<file path="src/rtl/arb_mux_pkg.sv">
// Shared definitions for the arbitrated N-channel multiplexer.
// Mode encodings are used by the top level and the arbiter.
package arb_mux_pkg;

  localparam logic MODE_RR   = 1'b0;
  localparam logic MODE_PRIO = 1'b1;

endpackage

</file>
<file path="src/rtl/arb_mux_rr_arbiter.sv">
// Combinational arbiter: round-robin from ptr or fixed priority.
// Produces one-hot and binary grants plus an any-request flag.
module rr_arbiter
  import arb_mux_pkg::*;
#(
  parameter int NCH  = 4,
  parameter int SELW = $clog2(NCH)
) (
  input  logic [NCH-1:0]  req,
  input  logic [SELW-1:0] ptr,
  input  logic            mode,
  output logic [NCH-1:0]  grant,
  output logic [SELW-1:0] grant_idx,
  output logic            any
);

  logic            found;
  logic [SELW-1:0] idx;

  always_comb begin
    found     = 1'b0;
    grant_idx = '0;
    idx       = '0;
    for (int k = 0; k < NCH; k++) begin
      // Priority mode scans from 0; round-robin scans from ptr.
      idx = (mode == MODE_PRIO) ? SELW'(k)
                                : SELW'((int'(ptr) + k) % NCH);
      if (!found && req[idx]) begin
        found     = 1'b1;
        grant_idx = idx;
      end
    end
  end

  assign grant = NCH'(found) << grant_idx;
  assign any   = |req;

endmodule

</file>
<file path="src/rtl/arb_mux.sv">
// Registered valid/ready N-channel mux with run-time selectable
// round-robin or fixed-priority arbitration.
module arb_mux
  import arb_mux_pkg::*;
#(
  parameter int WIDTH = 32,
  parameter int NCH   = 4,
  parameter int SELW  = $clog2(NCH)
) (
  input  logic                 clk,
  input  logic                 reset,
  input  logic                 mode,
  input  logic [NCH*WIDTH-1:0] in_data,
  input  logic [NCH-1:0]       in_valid,
  output logic [NCH-1:0]       in_ready,
  output logic [WIDTH-1:0]     out_data,
  output logic [SELW-1:0]      out_sel,
  output logic                 out_valid,
  input  logic                 out_ready
);

  logic [SELW-1:0] rr_ptr;
  logic [NCH-1:0]  grant;
  logic [SELW-1:0] grant_idx;
  logic            any;
  logic            can_load;
  logic            take;

  rr_arbiter #(
    .NCH  (NCH),
    .SELW (SELW)
  ) u_arb (
    .req       (in_valid),
    .ptr       (rr_ptr),
    .mode      (mode),
    .grant     (grant),
    .grant_idx (grant_idx),
    .any       (any)
  );

  assign can_load = !out_valid || out_ready;
  assign in_ready = (can_load && any && !reset) ? grant : '0;
  assign take     = |(in_valid & in_ready);

  always_ff @(posedge clk) begin
    if (reset) begin
      out_valid <= 1'b0;
      out_data  <= '0;
      out_sel   <= '0;
      rr_ptr    <= '0;
    end else if (take) begin
      out_data  <= in_data[int'(grant_idx)*WIDTH +: WIDTH];
      out_sel   <= grant_idx;
      out_valid <= 1'b1;
      rr_ptr    <= (grant_idx == SELW'(NCH-1)) ? '0
                                               : grant_idx + SELW'(1);
    end else if (out_valid && out_ready) begin
      out_valid <= 1'b0;
    end
  end

endmodule

</file>
<file path="config.mk">
export PLATFORM = sky130hd
export DESIGN_NAME = arb_mux
export DESIGN_NICKNAME = d
export VERILOG_FILES = /design/src/rtl/arb_mux_pkg.sv /design/src/rtl/arb_mux_rr_arbiter.sv /design/src/rtl/arb_mux.sv
export SDC_FILE = /design/constraint.sdc
export NUM_CORES = 1
export LEC_CHECK = 0
export CAP_MARGIN = 25
export CORE_MARGIN = 5
export CORE_UTILIZATION = 36
export DETAILED_ROUTE_END_ITERATION = 16
export PLACE_DENSITY = 0.83
export RECOVER_POWER = 50
export SYNTH_ARGS = -nofsm -noshare
export SYNTH_HDL_FRONTEND = slang
export SYNTH_SLANG_ARGS = --single-unit
</file>
<file path="constraint.sdc">
create_clock -name clk -period 2.85 [get_ports clk]
set_input_delay 0.57 -clock clk [delete_from_list [all_inputs] [get_ports clk]]
set_output_delay 0.57 -clock clk [all_outputs]
set_load 0.1 [all_outputs]
</file>
==> impl_metrics.env <==
export IMPL_swShare_pct=45.2
export IMPL_fin_ws_ns=0.132
export IMPL_postSynth_asyncResetShare_pct=0
export IMPL_globalplace_congestion=0.797
export IMPL_areaGrowthSynthToFinish_pct=71.1
export IMPL_cts_root_buf="clkbuf_8"
export IMPL_dieArea_um2=9120
export IMPL_drt_iter0_markers=76
export IMPL_clock_latency_ns=0.28
export IMPL_p_switching_mw=0.998
export IMPL_r2r_end="out_data[16]"
export IMPL_pre_cts_ws_ns=-0.143
export IMPL_setup_violations=0
export IMPL_initial_core_util_pct=36.7
export IMPL_pwr_density_cell_nw_per_um2=490
export IMPL_p_seq_share_pct=28.0
export IMPL_hold_violations=0
export IMPL_drv_cap=0
export IMPL_worst_slew_pin_slew_ns=1.21
export IMPL_cts_tree="yes"
export IMPL_synth_nets=432
export IMPL_critical_path_endpoint_type="primary output"
export IMPL_grt_max_degree=34
export IMPL_clockBufferDepth=2
export IMPL_cts_made_buffers=5
export IMPL_num_vias=2968
export IMPL_slew_viol_final=0
export IMPL_portBuffers=174
export IMPL_yosys_cell_types_count=36
export IMPL_htree_num_levels=2
export IMPL_hold_class="flop to flop"
export IMPL_r2r_cells=8
export IMPL_core_region_area_um2=7180
export IMPL_layout_drive_gt1_share_pct=13.3
export IMPL_syn_inst=296
export IMPL_ys_warn_count=0
export IMPL_rsz0062_at_grt="no"
export IMPL_postCtsHoldBufs=0
export IMPL_finClkSkew_ns=0.0107
export IMPL_multi_input_area_um2=1760
export IMPL_p_int_mw=1.21
export IMPL_slew_headroom_pct=19.5
export IMPL_dpl_hpwl_um=7210
export IMPL_synth_area_top_cells="dfxtp_1, mux2i_1, mux2_1"
export IMPL_antenna_cells=0
export IMPL_wire_per_inst_um=15.9
export IMPL_yosysSeqAreaShare_pct=28.1
export IMPL_grt_pass1_wl_um=14400
export IMPL_synth_top_area_share_pct=28.1
export IMPL_rows=31
export IMPL_cts_sinks=37
export IMPL_cp_arrival_ns=2.15
export IMPL_crit_reg2reg_launch="rr_ptr[1]"
export IMPL_gr_total_overflow=0
export IMPL_fin_crit_ns=2.72
export IMPL_fmax_mhz=368
export IMPL_critPathLaunchType="input pin"
export IMPL_crit_start="mode"
export IMPL_antenna_found_initial=0
export IMPL_ff_latch_area_um2=741
export IMPL_p_leak_nw=1.70
export IMPL_path_class="input pin to primary output"
export IMPL_finalCritPeriodShare_pct=95.4
export IMPL_drc=0
export IMPL_grt_pass1_vias=3063
export IMPL_syn_area_um2=2630
export IMPL_final_common_cell="clkdlybuf4s50_1"
export IMPL_cp_required_ns=2.28
export IMPL_totalWireLength_um=9120
export IMPL_die_h_um=95.5
export IMPL_p_clk_share_pct=16.6
export IMPL_ant_nets=0
export IMPL_nFillCells=622
export IMPL_finalPower_mw=2.21
export IMPL_final_nets=610
export IMPL_critical_path_max_fanout=4
export IMPL_path_clk_slew_ns=0.06
export IMPL_r2r_slack_ns=0.33
export IMPL_synth_top_area_cell="dfxtp_1"
export IMPL_ys_seq_elements=37
export IMPL_outcome="complete, no violations"
export IMPL_finalSetupTns_ns=0
export IMPL_synthFlopType="dfxtp_1"
export IMPL_first_pass_iters=4
export IMPL_synth_edff_count=0
export IMPL_critPathCapture="in_ready[2]"
export IMPL_p_comb_share_pct=55.4
export IMPL_most_common_layout_cells="clkdlybuf4s50_1, mux2i_1, dfxtp_1"
export IMPL_io_pins=175
export IMPL_syn_avg_cell_area_um2=8.89
export IMPL_avgViaCountPerCell=5.18
export IMPL_peakVddDrop_mv=0.214
export IMPL_die_x_um=95.5
export IMPL_grt_use_total_pct=19.6
layer usage:
layer	wire length [um]	GRT usage, %
met1	3480	22.4
met2	4510	33.9
met3	961	7.50
met4	162	5.69
met5	0	0
Yosys cell counts, drive strengths merged, types with 9 or more instances:
library cell,count
mux2i,41
nor2,10
a31oi,25
nor3,18
a21oi,26
o21ai,26
a311o,9
nor2b,26
mux2,24
dfxtp,37
buf,20
clkbuf,10
critical path, cell delays in order:
cell	delay, ns
dlygate4sd2_1	0.27
or4b_4	0.53
o211ai_2	0.09
o311a_4	0.27
nand2_4	0.08
nor2_4	0.15
buf_12	0.19
stage by stage:
step | cell area, um2 | instances | hold WS (ns) | util [%]
floorplan | 2670 | 296 | 0.540 | -
global placement | 4520 | 564 | 0.451 | 63.0
detailed placement | 4520 | 564 | 0.454 | 63.0
CTS | 4640 | 573 | 0.473 | 64.6
global route | 4500 | 573 | 0.508 | 62.8
finish | 4500 | 573 | 0.471 | 62.8
registers in the layout, summed over array words and instances (netlist names):
name	flops
out_data	32
rr_ptr	2
out_sel	2
out_valid	1
logic make-up (layout without fill, tap and decap cells):
kind of cell | Yosys count | count (layout) | synth area share [%]
compound gates | 96 | 96 | 22.8
buf+inv | 32 | 210 | 8.08
flops | 37 | 37 | 28.1
mux | 65 | 65 | 25.9
simple gates | 66 | 66 | 15.1
power groups by stage:
| stage | logic (mW) | clock network [mW] | registers, mW |
|---|---|---|---|
| 2_1_floorplan | 0.467 | 0 | 1.04 |
| 3_3_place_gp | 1.26 | 0 | 0.627 |
| 3_5_place_dp | 1.27 | 0 | 0.629 |
| 4_1_cts | 1.28 | 0.379 | 0.620 |
| 5_1_grt | 1.30 | 0.409 | 0.628 |
| 6_report | 1.22 | 0.366 | 0.618 |
area by class of cell:
cell class	count	share of cell area, %
clock buffer	7	1.92
inverter	2	0.167
multi-input combinational	227	39.2
sequential	37	16.4
tap	99	2.75
timing repair buffer	201	39.6
worst min path at each step:
stage,depth (start not counted),slack [ns],end,startpoint
floorplan,2,0.54,rr_ptr[0],rr_ptr[0]
global placement,2,0.45,out_sel[1],out_sel[1]
detailed placement,2,0.45,out_sel[1],out_sel[1]
CTS,2,0.47,out_sel[1],out_sel[1]
global route,2,0.51,out_sel[1],out_sel[1]
finish,2,0.47,out_sel[1],out_sel[1]
what timing repair did:
action	4_1_cts	5_1_grt
hold endpoints to repair	0	0
resized for setup	9	0
buffers inserted	2	0
endpoints found under the setup margin	4	0
No activity file was read; power rests on OpenSTA's default activity.
